--- src/rtl/ppe_stream_engine_if.sv ---
// ppe_stream_engine_if: ingress/egress valid-ready packet channels of the
// partial-product stream engine.
//   in_valid/in_ready/in_data    : packets from the router ingress port
//   out_valid/out_ready/out_data : psum packets towards the router egress port
// master = router side, slave = engine side.
interface ppe_stream_engine_if #(
  parameter int PKT_W = 32
);
  logic             in_valid;
  logic             in_ready;
  logic [PKT_W-1:0] in_data;
  logic             out_valid;
  logic             out_ready;
  logic [PKT_W-1:0] out_data;

  modport master (
    output in_valid, in_data, out_ready,
    input  in_ready, out_valid, out_data
  );
  modport slave (
    input  in_valid, in_data, out_ready,
    output in_ready, out_valid, out_data
  );
endinterface

--- src/rtl/ppe_stream_engine.sv ---
// ppe_stream_engine: loads a filter-weight row and an ifmap spike row from
// NoC packets. On START it slides the filter across the spike row, one tap
// per clock, and emits one psum packet per output position.
// Ports:
//   clk, reset : clock, synchronous active-high reset
//   io (slave) : in_valid/in_ready/in_data ingress, out_valid/out_ready/out_data egress
//   busy       : high whenever the engine is not idle
// Ingress packet : [31:28] dest (ignored), [27:24] opcode, [23:0] payload
// Egress packet  : [31:28] dest_reg, [27:24] 4'h8, [23:16] pos, [15:0] psum
// Optional build macro PPE_ZERO_SKIP_EN: zero psums are not emitted. After the
// last position a trailer packet (opcode 4'h9, payload[7:0] = psum packets
// sent) marks the end of the row.
module ppe_stream_engine #(
  parameter int FILTER_W   = 5,
  parameter int NUM_INPUTS = 25,
  parameter int WEIGHT_W   = 8,
  parameter int PSUM_W     = 11,
  parameter int ADDR_W     = 4,
  parameter int OP_W       = 4,
  parameter int PKT_W      = 32
) (
  input  logic                clk,
  input  logic                reset,
  ppe_stream_engine_if.slave  io,
  output logic                busy
);
  localparam int NUM_OUT = NUM_INPUTS - FILTER_W + 1;
  localparam int PL_W    = PKT_W - ADDR_W - OP_W;
  localparam int TAP_W   = (FILTER_W > 1) ? $clog2(FILTER_W) : 1;
  localparam int POS_W   = 8;

  typedef enum logic [1:0] {
    S_IDLE  = 2'd0,
    S_ACCUM = 2'd1,
    S_EMIT  = 2'd2,
    S_TRAIL = 2'd3
  } state_e;

  state_e                             state_q, state_d;
  logic [FILTER_W-1:0][WEIGHT_W-1:0]  w_q, w_d;
  logic [NUM_INPUTS-1:0]              spk_q, spk_d;
  logic [PSUM_W-1:0]                  acc_q, acc_d;
  logic [POS_W-1:0]                   pos_q, pos_d;
  logic [TAP_W-1:0]                   tap_q, tap_d;
  logic [ADDR_W-1:0]                  dest_q, dest_d;
  logic                               out_valid_q, out_valid_d;
  logic [PKT_W-1:0]                   out_data_q, out_data_d;
`ifdef PPE_ZERO_SKIP_EN
  logic [7:0]                         cnt_q, cnt_d;
`endif

  // ingress decode
  logic [OP_W-1:0] in_op;
  logic [PL_W-1:0] in_pl;
  logic [7:0]      in_idx;
  logic            accept;
  logic            hshk;
  logic            unused_dest;

  assign in_op       = io.in_data[PL_W +: OP_W];
  assign in_pl       = io.in_data[PL_W-1:0];
  assign in_idx      = in_pl[23:16];
  assign accept      = io.in_valid && (state_q == S_IDLE);
  assign hshk        = out_valid_q && io.out_ready;
  assign unused_dest = ^io.in_data[PKT_W-1 -: ADDR_W];

  // current tap operands, selected by compare loops so no index needs to be
  // wider or narrower than its array
  logic [WEIGHT_W-1:0] tap_w;
  logic                spk_bit;
  logic [POS_W-1:0]    sidx;
  logic [PSUM_W-1:0]   sum;
  logic                last_tap, last_pos;

  assign sidx     = pos_q + POS_W'(tap_q);
  assign last_tap = (tap_q == TAP_W'(FILTER_W - 1));
  assign last_pos = (pos_q == POS_W'(NUM_OUT - 1));

  always_comb begin
    tap_w   = '0;
    spk_bit = 1'b0;
    for (int k = 0; k < FILTER_W; k++)
      if (tap_q == TAP_W'(k)) tap_w = w_q[k];
    for (int j = 0; j < NUM_INPUTS; j++)
      if (sidx == POS_W'(j)) spk_bit = spk_q[j];
  end

  assign sum = acc_q + (spk_bit ? PSUM_W'(tap_w) : '0);

  function automatic logic [PKT_W-1:0] mk_pkt(input logic [ADDR_W-1:0] dst,
                                              input logic [OP_W-1:0] op,
                                              input logic [7:0] mid,
                                              input logic [15:0] lo);
    return PKT_W'({dst, op, mid, lo});
  endfunction

  // state register and all datapath flops
  always_ff @(posedge clk) begin
    if (reset) begin
      state_q     <= S_IDLE;
      w_q         <= '0;
      spk_q       <= '0;
      acc_q       <= '0;
      pos_q       <= '0;
      tap_q       <= '0;
      dest_q      <= '0;
      out_valid_q <= 1'b0;
      out_data_q  <= '0;
`ifdef PPE_ZERO_SKIP_EN
      cnt_q       <= '0;
`endif
    end else begin
      state_q     <= state_d;
      w_q         <= w_d;
      spk_q       <= spk_d;
      acc_q       <= acc_d;
      pos_q       <= pos_d;
      tap_q       <= tap_d;
      dest_q      <= dest_d;
      out_valid_q <= out_valid_d;
      out_data_q  <= out_data_d;
`ifdef PPE_ZERO_SKIP_EN
      cnt_q       <= cnt_d;
`endif
    end
  end

  // next state
  always_comb begin
    state_d = state_q;
    unique case (state_q)
      S_IDLE:
        if (accept && in_op == OP_W'(3)) state_d = S_ACCUM;
      S_ACCUM:
        if (last_tap) begin
          state_d = S_EMIT;
`ifdef PPE_ZERO_SKIP_EN
          if (sum == '0) state_d = last_pos ? S_TRAIL : S_ACCUM;
`endif
        end
      S_EMIT:
        if (hshk) begin
`ifdef PPE_ZERO_SKIP_EN
          state_d = last_pos ? S_TRAIL : S_ACCUM;
`else
          state_d = last_pos ? S_IDLE : S_ACCUM;
`endif
        end
      S_TRAIL:
        if (hshk) state_d = S_IDLE;
      default: state_d = S_IDLE;
    endcase
  end

  // datapath next values
  always_comb begin
    w_d         = w_q;
    spk_d       = spk_q;
    acc_d       = acc_q;
    pos_d       = pos_q;
    tap_d       = tap_q;
    dest_d      = dest_q;
    out_valid_d = out_valid_q;
    out_data_d  = out_data_q;
`ifdef PPE_ZERO_SKIP_EN
    cnt_d       = cnt_q;
`endif
    unique case (state_q)
      S_IDLE:
        if (accept) begin
          if (in_op == OP_W'(1)) begin
            for (int k = 0; k < FILTER_W; k++)
              if (in_idx == 8'(k)) w_d[k] = in_pl[WEIGHT_W-1:0];
          end else if (in_op == OP_W'(2)) begin
            // chunks past the row never match any spike index
            for (int j = 0; j < NUM_INPUTS; j++)
              if (in_idx == 8'(j / 16)) spk_d[j] = in_pl[j % 16];
          end else if (in_op == OP_W'(3)) begin
            dest_d = in_pl[ADDR_W-1:0];
            pos_d  = '0;
            tap_d  = '0;
            acc_d  = '0;
`ifdef PPE_ZERO_SKIP_EN
            cnt_d  = '0;
`endif
          end else if (in_op == OP_W'(4)) begin
            w_d   = '0;
            spk_d = '0;
          end
        end
      S_ACCUM: begin
        acc_d = sum;
        tap_d = tap_q + 1'b1;
        if (last_tap) begin
          tap_d       = '0;
          out_valid_d = 1'b1;
          out_data_d  = mk_pkt(dest_q, OP_W'(8), pos_q, 16'(sum));
`ifdef PPE_ZERO_SKIP_EN
          if (sum == '0) begin
            if (last_pos) begin
              out_data_d = mk_pkt(dest_q, OP_W'(9), 8'h0, {8'h0, cnt_q});
            end else begin
              out_valid_d = 1'b0;
              out_data_d  = out_data_q;
              pos_d       = pos_q + 1'b1;
              acc_d       = '0;
            end
          end
`endif
        end
      end
      S_EMIT:
        if (hshk) begin
          out_valid_d = 1'b0;
`ifdef PPE_ZERO_SKIP_EN
          cnt_d = cnt_q + 1'b1;
          if (last_pos) begin
            // trailer follows the last psum back to back
            out_valid_d = 1'b1;
            out_data_d  = mk_pkt(dest_q, OP_W'(9), 8'h0, {8'h0, cnt_q + 8'd1});
          end
`endif
          if (!last_pos) begin
            pos_d = pos_q + 1'b1;
            tap_d = '0;
            acc_d = '0;
          end
        end
      S_TRAIL:
        if (hshk) out_valid_d = 1'b0;
      default: ;
    endcase
  end

  // outputs
  always_comb begin
    io.in_ready  = (state_q == S_IDLE);
    busy         = (state_q != S_IDLE);
    io.out_valid = out_valid_q;
    io.out_data  = out_data_q;
  end
endmodule

--- src/flat_wrapper.sv ---
// flat-port wrapper written by rule: the top's interface ports become plain ports
module ppe_stream_engine_flat 
#(
  parameter int FILTER_W   = 5,
  parameter int NUM_INPUTS = 25,
  parameter int WEIGHT_W   = 8,
  parameter int PSUM_W     = 11,
  parameter int ADDR_W     = 4,
  parameter int OP_W       = 4,
  parameter int PKT_W      = 32
)
  (clk, reset, busy, io_in_valid, io_in_data, io_out_ready, io_in_ready, io_out_valid, io_out_data);
  ppe_stream_engine_if #(.PKT_W(PKT_W)) io_i ();
  input  logic clk;
  input  logic reset;
  output logic busy;
  input wire logic [$bits(io_i.in_valid)-1:0] io_in_valid;
  input wire logic [$bits(io_i.in_data)-1:0] io_in_data;
  input wire logic [$bits(io_i.out_ready)-1:0] io_out_ready;
  output wire logic [$bits(io_i.in_ready)-1:0] io_in_ready;
  output wire logic [$bits(io_i.out_valid)-1:0] io_out_valid;
  output wire logic [$bits(io_i.out_data)-1:0] io_out_data;
  assign io_i.in_valid = io_in_valid;
  assign io_i.in_data = io_in_data;
  assign io_i.out_ready = io_out_ready;
  assign io_in_ready = io_i.in_ready;
  assign io_out_valid = io_i.out_valid;
  assign io_out_data = io_i.out_data;
  ppe_stream_engine #(.FILTER_W(FILTER_W), .NUM_INPUTS(NUM_INPUTS), .WEIGHT_W(WEIGHT_W), .PSUM_W(PSUM_W), .ADDR_W(ADDR_W), .OP_W(OP_W), .PKT_W(PKT_W)) u_core (.clk(clk), .reset(reset), .io(io_i), .busy(busy));
endmodule
--- config.mk ---
export PLATFORM = sky130hd
export DESIGN_NAME = ppe_stream_engine_flat
export DESIGN_NICKNAME = d
export VERILOG_FILES = /design/src/rtl/ppe_stream_engine_if.sv /design/src/rtl/ppe_stream_engine.sv /design/src/flat_wrapper.sv
export SDC_FILE = /design/constraint.sdc
export NUM_CORES = 1
export LEC_CHECK = 0
export CELL_PAD_IN_SITES_DETAIL_PLACEMENT = 1
export CELL_PAD_IN_SITES_GLOBAL_PLACEMENT = 1
export CORE_ASPECT_RATIO = 1.25
export CORE_MARGIN = 3
export CORE_UTILIZATION = 46
export DETAILED_ROUTE_END_ITERATION = 12
export PLACE_DENSITY = 0.95
export REMOVE_ABC_BUFFERS = 1
export SLEW_MARGIN = 20
export SYNTH_ARGS = -nofsm -noshare
export SYNTH_HDL_FRONTEND = slang
export SYNTH_SLANG_ARGS = --single-unit
--- constraint.sdc ---
create_clock -name clk -period 8.4 [get_ports clk]
set_input_delay 1.68 -clock clk [delete_from_list [all_inputs] [get_ports clk]]
set_output_delay 1.68 -clock clk [all_outputs]
set_load 0.02 [all_outputs]
# Yosys cells after proc, flatten, opt, wreduce, memory -nomap -nowiden
# Cells that the tools add are included.
[word_totals]
reg_bits = 118
in_bits = 36
output_inout_bits = 35
[classes]
n_eq_ne = 60
mux = 99
addsub = 4
reduce_logical = 27
n_bitwise = 2
[ops]
columns = ["operator", "n"]
rows = [
  ["two-way mux 40 bit", 4],
  ["two-way mux 8 bit", 17],
  ["== test 8 x 5 -> 1 bit (second input constant)", 10],
  ["two-way mux 25 bit", 3],
  ["two-way mux 11 bit", 6],
  ["== test 8 x 4 -> 1 bit (second input constant)", 8],
  ["two-way mux 1 bit", 53],
  ["AND reduction 6 bit", 7],
  ["== test 8 x 3 -> 1 bit (second input constant)", 5],
  ["case mux 11 bit (3 select lines)", 1],
  ["== test 8 x 2 -> 1 bit (second input constant)", 4],
  ["two-way mux 3 bit", 7],
  ["inequality test 2 x 1 -> 1 bit (second input constant)", 10],
  ["inequality test 2 bit (second input constant)", 10],
  ["== test 8 x 1 -> 1 bit (second input constant)", 2],
  ["zero test 8 bit", 2],
  ["case mux 8 bit (2 select lines)", 1],
  ["AND reduction 7 bit", 2],
  ["adder 11 bit", 1],
  ["nonzero test 2 bit", 5],
  ["case mux 3 bit (3 select lines)", 1],
  ["adder 8 x 1 -> 8 bit (second input constant)", 1],
  ["adder 8 x 3 -> 8 bit", 1],
  ["== test 4 x 2 -> 1 bit (second input constant)", 2],
  ["other kinds (21)", 29],
]

# Depth between registers and ports, before layout
# Gate-level depths: netlist of the first run.
[logic_depth]
word_depth = 30
ltp_mapped = 20

# Worst setup path after synthesis of the first run
# No wires, ideal clock.
[synth_timing]
path_kind = "flip-flop to flip-flop"
start = "register u_core.tap_q[0]"
end = "register u_core.acc_q[10]"
n_path_buf = 0
setup_slack_ps = 4098
arrival_ps = 4170
required_time_ps = 8268
stages_incl_launch_ff = 20
period_less_slack_ps = 4302
setup_ps = 132
path_cell_list = "dfxtp_1 -> ha_1 -> fa_1 -> a21oi_1 -> nand3_1 -> a211o_1 -> a211o_1 -> nor3_2 -> o21ai_4 -> a21oi_1 -> ha_1 -> inv_1 -> fa_1 -> nor2b_1 -> o21ai_1 -> a21boi_1 -> o21ai_1 -> a211oi_1 -> mux2i_1 -> a21oi_1"
[synth_via]
elab_chain_len = 30
[synth_lines]
columns = ["element", "line_no", "rtl"]
rows = [
  ["start, declared", "ppe_stream_engine.sv:44", "logic [TAP_W-1:0] tap_q, tap_d;"],
  ["start signal, assigned", "ppe_stream_engine.sv:118", "tap_q <= tap_d;"],
  ["adder 8 x 3 -> 8 bit", "ppe_stream_engine.sv:75", "assign sidx = pos_q + POS_W'(tap_q);"],
  ["zero test 8 bit", "ppe_stream_engine.sv:85", "if (sidx == POS_W'(j)) spk_bit = spk_q[j];"],
  ["two-way mux 1 bit (25 in series)", "ppe_stream_engine.sv:85", ""],
  ["two-way mux 8 bit *", "ppe_stream_engine.sv:88", "assign sum = acc_q + (spk_bit ? PSUM_W'(tap_w) : '0);"],
  ["adder 11 bit *", "ppe_stream_engine.sv:88", ""],
  ["case mux 11 bit (3 select lines) *", "ppe_stream_engine.sv:168", "unique case (state_q)"],
  ["end signal, assigned", "ppe_stream_engine.sv:103", "acc_q <= '0;"],
  ["end signal, assigned", "ppe_stream_engine.sv:116", "acc_q <= acc_d;"],
  ["end, declared", "ppe_stream_engine.sv:42", "logic [PSUM_W-1:0] acc_q, acc_d;"],
]
# Every way passes the cells marked *; elsewhere a longest branch is shown, timed or not.
# A chain may end at the register's enable or synchronous reset.

# Worst setup path in the final report of the first run
# Ends and elaborated chain as after synthesis.

==> reports/results.ini, run 1 <==
[yosys]
synth_seq_area_share_pct=39.37
synth_edf_count=0
netlist_instances=711
synth_warnings=0
synth_area_per_cell_um2=8.440
netlist_area_um2=6001
ys_seq_elements=118
synthArstFlopShare_pct=0
ys.flop_type=dfxtp_1
netlist-cell-type-count=60

[route]
wl_per_cell_um=22.07
drt-initial-drc-count=526
viasPerCell=6.012
routed-via-count=5603
drt-pass1-iter-count=5
remaining_drc_errors=0
detail-route-antenna-nets=0
routed_wl_mm=20.57

[pwr]
power_frac_comb_pct=4.7
p_sw_uw=334.0
finalPower_uw=1358
internal_power_uw=1024
seq_power_share_pct=41.4
ir_drop_v=0.0001533
swShare_pct=24.60
p_per_area_nw_per_um2=187.6
clkPwrFrac_pct=53.9
p_leak_uw=0.002945

[global_routing]
grt_overflow=0
grt_max_degree=109
antenna_found_initial=0
grt.total_usage_pct=29.42
grt_pass1_wl_mm=32.80
first_global_vias=6121

[clocking]
cts_resized=0
cts_tree=yes
cts-buffers-inserted=17
cts_max_level=4
clk_latency_ns=0.43
clk_pin_slew_ns=0.06
postCtsSetupBuffers=0
clock_sinks=118
root_buffer=clkbuf_16
holdBufCountCts=0
cts.path.max_buffers=2

[sta]
fmax_ghz=0.1878
hold_viol=0
period_share_pct=63.41
drv_slew=0
period_needed_ns=5.326
worst_pin_slew_ns=0.9376
whs_ns=0.4549
worst_slack_ns=3.074
rsz0062_at_grt=false
relSlewSlack_pct=37.36
setup_viol=0
tns_ns=0
clock_skew_ns=0.01280

[placement]
place_congestion=0.8122
port_buffers=58
hpwl_mm=12.30
place_ws_ns=3.363

[die]
die_h_um=133.7
core_um2=12720
rows=46
die-area_um2=14460
start_util_pct=47.18
die_w_um=108.2
ios=71

[finish]
final_cell_mix=nor2_1, dfxtp_1, nand2_1, a21oi_1, mux2i_1
final_common_cell=nor2_1
nets=807
drive_gt1_share_pct=7.853
antennaDiodeCount=0
syn_to_final_growth_pct=20.62

[setup_path]
startpoint_type=register
worst_ep_required_time_ns=8.67
arrival_ns=5.60
worstSetupPathType=register to register
path_max_fanout=15
endpoint_kind=register

[flow_run]
max-cap-violations=0

[status]
status=finished, final reports clean

[min_path]
min_path_type=register to register

critical path, cell delays in order, from the launching register on:
cell and delay (ns):
dfxtp_1 0.39, ha_1 0.28, fa_1 0.98, mux4_2 0.45, mux4_2 0.49, o221a_4 0.24, o21ai_4 0.28, a21oi_1 0.16
ha_1 0.39, nor2b_1 0.17, o21ai_1 0.10, a21boi_1 0.26, o21ai_1 0.16, a211oi_1 0.44, mux2i_1 0.28, a21oi_1 0.09
kinds of logic after synthesis:
kind of cell / share of synthesized area (%)
AO/OA/AOI/OAI: 14.58
XOR/XNOR: 3.023
adder cells (fa/ha/maj): 4.420
buffers and inverters: 4.608
flip-flops: 39.37
multiplexers: 13.03
other: 0.06249
AND/OR/NAND/NOR: 20.91
area by class of cell:
type | count | area (um^2)
fillers | 1460 | 5482
multi-input cells | 538 | 3430
flip-flops and latches | 118 | 2362
repair buffers | 60 | 594.3
clock buffers | 18 | 429.2
well taps | 168 | 210.2
clock inverters | 14 | 152.6
inverters | 16 | 60.06
layer usage:
metal	share of wire (%)	track usage, %	vias up
met5	0	0	-
met4	5.2	17.05	0
met3	5.0	6.592	92
met2	51	50.69	251
met1	38	32.91	2737
li1	-	-	2523
registers in the layout (all words and copies together), names as in the netlist:
name / cells
u_core.io.out_valid: 1
u_core.pos_q: 8
u_core.io.out_data: 24
u_core.w_q: 40
u_core.dest_q: 4
u_core.state_q: 2
u_core.spk_q: 25
u_core.tap_q: 3
u_core.acc_q: 11
worst paths after layout:
check	from	to	slack [ns]	depth (start not counted)
setup / recovery	u_core.tap_q[0]	u_core.acc_q[10]	3.07	15
hold / removal	u_core.io.out_data[17]	u_core.io.out_data[17]	0.45	2
setup reg to reg	u_core.tap_q[0]	u_core.acc_q[10]	3.07	15
hold reg to reg	u_core.io.out_data[17]	u_core.io.out_data[17]	0.45	2
power by group through the flow:
stage	combinational, uW	sequential (uW)	clock (uW)
global route	67.0	562	764
CTS	61.6	562	735
floorplan	25.7	574	0
detailed placement	59.7	574	0
finish	63.4	562	732
global placement	57.5	574	0
cell usage after synthesis (all sizes together) (3+ instances only):
| cell type | count | area share (%) |
|---|---|---|
| nand2b | 3 | 0.31 |
| mux2i | 65 | 11 |
| nand3 | 13 | 1.1 |
| and2 | 21 | 2.2 |
| nand3b | 5 | 0.63 |
| mux2 | 3 | 0.56 |
| clkbuf | 31 | 1.9 |
| nor3 | 11 | 1.3 |
| nor2 | 123 | 7.7 |
| a211oi | 6 | 0.75 |
| mux4 | 4 | 1.6 |
| xnor2 | 12 | 2.0 |
| dfxtp | 118 | 39 |
| ha | 18 | 3.8 |
| a211o | 3 | 0.44 |
| nand2 | 85 | 5.3 |
| and3 | 3 | 0.33 |
| a21o | 5 | 0.63 |
| a21oi | 69 | 5.8 |
| o21ai | 25 | 2.5 |
| a22oi | 5 | 0.63 |
| a32o | 7 | 1.2 |
| a222oi | 3 | 0.50 |
| nor2b | 4 | 0.42 |
| xor2 | 7 | 1.0 |
| inv | 15 | 0.94 |
| buf | 15 | 1.7 |
| nand4 | 5 | 0.52 |
stage by stage:
step	instances	utilization, %	instance area, um^2
floorplan	672	-	5811
global placement	900	52.08	6624
detailed placement	900	52.08	6624
CTS	932	56.65	7206
global route	932	56.91	7238
finish	932	56.91	7238
Note: power is estimated with default switching activity, not from simulation.
==> inputs of run 2 (changes only) <==
--- a/config.mk
+++ b/config.mk
@@ -9,9 +9,9 @@
 export CELL_PAD_IN_SITES_GLOBAL_PLACEMENT = 1
 export CORE_ASPECT_RATIO = 1.25
 export CORE_MARGIN = 3
-export CORE_UTILIZATION = 46
+export CORE_UTILIZATION = 42
 export DETAILED_ROUTE_END_ITERATION = 12
-export PLACE_DENSITY = 0.95
+export PLACE_DENSITY = 0.91
 export REMOVE_ABC_BUFFERS = 1
 export SLEW_MARGIN = 20
 export SYNTH_ARGS = -nofsm -noshare
==> constraint.sdc (replaced) <==
create_clock -name clk -period 5.55 [get_ports clk]
set_input_delay 1.11 -clock clk [delete_from_list [all_inputs] [get_ports clk]]
set_output_delay 1.11 -clock clk [all_outputs]
set_load 0.02 [all_outputs]
==> run 2 against run 1 <==
Net effect:
- non-clock buffer count fell by 1
- worst setup slack got worse by 2.7 ns
- hold slack got worse by 0.0012 ns
- maximum frequency rose by 3.1%
- clock-buffer cell count did not move
- via count fell by 2.4%
- register-to-register slack got worse by 2.7 ns
- routed wire length fell by 7.5%
- sequential share of layout area rose by 0.091 points
- clock skew fell by 0.0053 ns
- clock power rose by 45%
- sequential cell count did not move
- critical endpoint unchanged
==> reports/results.ini, run 2 (synthesized netlist as in run 1, its figures left out) <==
[status]
status=finished, final reports clean

[pwr]
p_leak_uw=0.002921  ; -0.83%
finalPower_uw=2006  ; +48%
p_sw_uw=492.0  ; +47%
power_frac_comb_pct=4.7  ; about the same
clkPwrFrac_pct=52.9  ; -1.0 points
seq_power_share_pct=42.4  ; +1.0 points
swShare_pct=24.53  ; -0.065 points
ir_drop_v=0.0001305  ; -15%
p_per_area_nw_per_um2=277.8  ; +48%
internal_power_uw=1513  ; +48%

[finish]
fill_cells=1598  ; +9.5%
post-route-util_pct=52.03  ; -4.9 points
stdcell_area_um2=7218  ; -0.28%
multi_input_area_um2=3420  ; -0.29%
final_common_cell=nor2_1
final_cell_mix=nor2_1, dfxtp_1, nand2_1, a21oi_1, mux2i_1
antennaDiodeCount=0  ; unchanged
drive_gt1_share_pct=7.864  ; +0.010 points
syn_to_final_growth_pct=20.29
nets=806  ; -0.12%
largest_register_ffs=40  ; unchanged
regMostFlops=u_core.w_q
ff_latch_area_um2=2362  ; unchanged

[placement]
hpwl_mm=12.08  ; -1.8%
port_buffers=58  ; unchanged
place_ws_ns=0.4971  ; -2.866 ns
placed_area_um2=6628  ; about the same
place_congestion=0.8017  ; -1.3%

[sta]
fmax_ghz=0.1936  ; +3.1%
hold_viol=0  ; unchanged
worst_pin_slew_ns=1.117  ; +0.1798 ns
setup_viol=0  ; unchanged
drv_slew=0  ; unchanged
relSlewSlack_pct=25.34  ; -12 points
period_share_pct=93.09  ; +30 points
clock_skew_ns=0.007493  ; -0.005302 ns
period_needed_ns=5.167  ; -0.1595 ns
tns_ns=0  ; unchanged
rsz0062_at_grt=false
worst_slack_ns=0.3834  ; -2.690 ns

[global_routing]
grt_pass1_wl_mm=30.75  ; -6.2%
first_global_vias=5894  ; -3.7%
grt.total_usage_pct=24.59  ; -4.8 points
grt_overflow=0  ; unchanged
antenna_found_initial=0  ; unchanged
grt_max_degree=109  ; unchanged

[clocking]
clk_pin_slew_ns=0.06  ; about the same
clock_sinks=118  ; unchanged
root_buffer=clkbuf_16
cts.path.max_buffers=2  ; unchanged
cts_max_level=4  ; unchanged
clk_latency_ns=0.43  ; about the same
cts-buffers-inserted=17  ; unchanged
holdBufCountCts=0  ; unchanged
cts_tree=yes

[setup_path]
r2r-start=u_core.pos_q[0]
reg2regPathDepth=19  ; +4
path_max_fanout=15  ; unchanged
worst_ep_required_time_ns=5.82  ; -2.85 ns
crit_chain=ha_1 > fa_2 > nor2b_1 > o22ai_1 > nand3_1 > mux2i_1 > o221a_4 > o21ai_4 > a21oi_1 > ha_1 > inv_1 > fa_1 > nor2b_1 > o21ai_1 > a21boi_1 > o21ai_1 > a211oi_1 > mux2i_1 > a21oi_1
worstSetupPathType=register to register
ff2ff_setup_slack_ns=0.38  ; -2.69 ns
crit_path_end=u_core.acc_q[10]
cp-startpoint=u_core.pos_q[0]
critPathMaxStageDelay_ns=0.58  ; -0.40 ns
worst_path_max_delay_cell=fa_2
startpoint_type=register
arrival_ns=5.44  ; -0.16 ns
endpoint_kind=register
reg2reg_to=u_core.acc_q[10]

[die]
ios=71  ; unchanged
die-area_um2=15770  ; +9.0%
die_w_um=112.9  ; +4.4%
start_util_pct=43.25  ; -3.9 points
die_h_um=139.6  ; +4.4%
rows=48  ; +4.3%
core_um2=13870  ; +9.1%

[min_path]
min_path_type=register to register

[route]
viasPerCell=5.832  ; -3.0%
drt-pass1-iter-count=6  ; +1
detail-route-antenna-nets=0  ; unchanged
wl_per_cell_um=20.29  ; -8.1%
routed_wl_mm=19.03  ; -7.5%
routed-via-count=5470  ; -2.4%
drt-initial-drc-count=296  ; -44%
remaining_drc_errors=0  ; unchanged

[flow_run]
max-cap-violations=0  ; unchanged

==> run 2: area by class of cell <==
class | instances | share of cell area [%]
clock buffer | 18 | 6.084
inverter | 16 | 0.8320
sequential | 118 | 32.73
clock inverter | 14 | 1.785
tap | 175 | 3.033
timing repair buffer | 59 | 8.164
multi-input combinational | 538 | 47.37
==> run 2: worst min path at each step <==
stage,startpoint,endpoint,slack [ns],depth (start not counted)
floorplan,u_core.dest_q[0],u_core.io.out_data[28],0.43,2
global placement,u_core.io.out_data[18],u_core.io.out_data[18],0.44,2
detailed placement,u_core.io.out_data[16],u_core.io.out_data[16],0.45,2
CTS,u_core.io.out_data[16],u_core.io.out_data[16],0.46,2
global route,u_core.io.out_data[20],u_core.io.out_data[20],0.47,2
finish,u_core.io.out_data[16],u_core.io.out_data[16],0.45,2
==> run 2: critical path: cells and delay by family (launching register included) <==
| family | cells | cell delay [ns] |
|---|---|---|
| AO/OA/AOI/OAI | 9 | 1.97 |
| adder cells (fa/ha/maj) | 4 | 1.49 |
| buffers and inverters | 1 | 0.08 |
| flip-flops | 1 | 0.49 |
| multiplexers | 2 | 0.48 |
| AND/OR/NAND/NOR | 3 | 0.50 |
==> run 2: repair_timing <==
action | CTS | global route
endpoints found under the setup margin | 0 | 2
resized for setup | 0 | 1
buffers inserted | 0 | 0
==> run 2: metrics by stage <==
stage / hold slack (ns) / instances
after CTS: 0.4564 / 938
after detailed placement: 0.4483 / 906
after global routing: 0.4749 / 938
final: 0.4537 / 938
after floorplan: 0.4251 / 672
after global placement: 0.4412 / 906
==> run 2: power by group through the flow <==
stage | Sequential, uW | Clock [uW] | Combinational [uW]
final | 851 | 1060 | 93.9
after global routing | 851 | 1110 | 100
after CTS | 851 | 1070 | 92.3
after detailed placement | 869 | 0 | 90.7
after global placement | 869 | 0 | 87.0
after floorplan | 869 | 0 | 38.9
==> run 2: layer usage <==
metal  track usage [%]  share of wire, %  vias to the layer above
met2             42.98                52                      189
met3             4.698               4.2                       63
li1                  -                 -                     2522
met5                 0                 0                        -
met4             14.87               4.5                        0
met1             27.26                39                     2696
==> inputs of run 3 (changes only) <==
--- a/config.mk
+++ b/config.mk
@@ -11,7 +11,7 @@
 export CORE_MARGIN = 3
 export CORE_UTILIZATION = 42
 export DETAILED_ROUTE_END_ITERATION = 12
-export PLACE_DENSITY = 0.91
+export PLACE_DENSITY_LB_ADDON = 0.25
 export REMOVE_ABC_BUFFERS = 1
 export SLEW_MARGIN = 20
 export SYNTH_ARGS = -nofsm -noshare
==> run 3 against run 2 <==
Net effect:
- core utilization increased by 0.23 points
- register-to-register slack improved by 0.06 ns
- largest power group unchanged
- maximum frequency increased by 1.2%
- first-iteration DRC count decreased by 26%
- clock-buffer cell count increased by 6
- largest cell class unchanged
==> reports/results.ini, run 3 (synthesized netlist as in run 1, its figures left out) <==
[global_routing]
grt.total_usage_pct=23.09  ; -1.5 points
first_global_vias=5660  ; -4.0%
grt_overflow=0  ; unchanged
grt_max_degree=70  ; -36%
grt_pass1_wl_mm=28.92  ; -6.0%
antenna_found_initial=0  ; unchanged

[sta]
period_share_pct=91.98  ; -1.1 points
hold_viol=0  ; unchanged
fmax_ghz=0.1959  ; +1.2%
drv_slew=0  ; unchanged
worst_pin_slew_ns=1.091  ; -0.02678 ns
relSlewSlack_pct=27.13  ; +1.8 points
period_needed_ns=5.105  ; -0.06146 ns
clock_skew_ns=0.005430  ; -0.002063 ns
tns_ns=0  ; unchanged
rsz0062_at_grt=false
setup_viol=0  ; unchanged
whs_ns=0.4541  ; +0.0004610 ns

[setup_path]
arrival_ns=5.38  ; -0.06 ns
startpoint_type=register
ff2ff_setup_slack_ns=0.44  ; +0.06 ns
worst_ep_required_time_ns=5.82  ; about the same
endpoint_kind=register
worstSetupPathType=register to register
reg2reg_to=u_core.acc_q[10]
cp-startpoint=u_core.pos_q[0]
reg2regPathDepth=18  ; -1
path_max_fanout=9  ; -6
r2r-start=u_core.pos_q[0]

[min_path]
hp-start=u_core.io.out_data[19]
worstHoldPathCells=2  ; unchanged
min_delay_worst_endpoint=u_core.io.out_data[19]
min_path_type=register to register

[clocking]
clk_pin_slew_ns=0.05  ; about the same
clock_sinks=118  ; unchanged
cts-buffers-inserted=17  ; unchanged
root_buffer=clkbuf_16
holdBufCountCts=0  ; unchanged
cts_tree=yes
cts_resized=0  ; unchanged
clk_latency_ns=0.42  ; about the same
cts.path.max_buffers=2  ; unchanged
cts_max_level=4  ; unchanged
postCtsSetupBuffers=0  ; unchanged

[finish]
ff_latch_area_um2=2362  ; unchanged
regMostFlops=u_core.w_q
final_common_cell=nor2_1
largest_register_ffs=40  ; unchanged
syn_to_final_growth_pct=20.83
nets=808  ; +0.25%
finalNonFillerCells=940  ; +0.21%
multi_input_area_um2=3412  ; -0.22%
stdcell_area_um2=7251  ; +0.45%
final_cell_mix=nor2_1, dfxtp_1, nand2_1, a21oi_1, mux2i_1
antennaDiodeCount=0  ; unchanged
fill_cells=1645  ; +2.9%
drive_gt1_share_pct=7.712  ; -0.15 points

[status]
status=finished, final reports clean

[die]
die_w_um=112.9  ; unchanged
die-area_um2=15770  ; unchanged
ios=71  ; unchanged
start_util_pct=43.25  ; unchanged
die_h_um=139.6  ; unchanged
rows=48  ; unchanged
core_um2=13870  ; unchanged

[pwr]
ir_drop_v=0.0001810  ; +39%
p_leak_uw=0.002963  ; +1.5%
p_per_area_nw_per_um2=282.3  ; +1.6%

[route]
drt-pass1-iter-count=4  ; -2
detail-route-antenna-nets=0  ; unchanged
routed_wl_mm=17.49  ; -8.1%
wl_per_cell_um=18.61  ; -8.3%
drt-initial-drc-count=218  ; -26%
routed-via-count=5288  ; -3.3%
remaining_drc_errors=0  ; unchanged
viasPerCell=5.626  ; -3.5%

[flow_run]
max-cap-violations=0  ; unchanged

[placement]
hpwl_mm=12.23  ; +1.3%
place_congestion=0.8327  ; +3.9%
placed_area_um2=6643  ; +0.23%
place_inst=908  ; +0.22%
port_buffers=58  ; unchanged

-- run 3: power by group --
part           total, uW  leakage (uW)  internal, uW  switching [uW]
combinational       92.2       0.00172          36.2            56.1
clock               1100      0.000292           716             387
sequential           851      0.000950           850            1.78
-- run 3: routing by layer --
metal	vias up	part of all wire (%)	routed length [um]	track usage (%)
li1	2523	-	-	-
met1	2623	41	7101	25.82
met2	109	54	9372	42.42
met3	33	3.6	638	5.307
met4	0	2.2	377	8.038
met5	-	0	0	0
-- run 3: layout make-up --
class,instances,share of cell area [%]
Clock buffer,24,6.920
Timing Repair Buffer,61,8.283
Inverter,16,0.8283
Tap cell,175,3.020
Multi-Input combinational cell,538,47.06
Clock inverter,8,1.311
Sequential cell,118,32.58
-- run 3: critical path, cell delays in order (launching register included) --
cell      delay (ns)
dfxtp_1         0.38
ha_1            0.25
fa_1            0.54
a21o_1          0.24
or3_1           0.33
a211oi_1        0.55
o221a_4         0.29
o21ai_4         0.08
a21oi_1         0.18
ha_1            0.20
inv_1           0.07
fa_1            0.45
nor2b_1         0.14
o21ai_1         0.10
a21boi_1        0.22
o21ai_1         0.13
a211oi_1        0.46
mux2i_1         0.25
a21oi_1         0.08
-- run 3: worst max-delay path by stage --
stage	end	cells after the start	slack, ns
detailed placement	u_core.acc_q[10]	18	0.54
floorplan	u_core.io.out_data[10]	19	1.25
CTS	u_core.acc_q[10]	18	0.48
finish	u_core.acc_q[10]	18	0.44
global placement	u_core.acc_q[10]	15	0.63
global route	u_core.io.out_data[10]	18	0.10
-- run 3: through the flow --
stage	power, uW	setup WS (ns)	utilization, %
floorplan	907.6	1.251	-
global placement	958.2	0.6272	47.88
detailed placement	961.1	0.5378	47.88
CTS	2062	0.4800	52.18
global route	2114	0.1045	52.26
finish	2047	0.4449	52.26
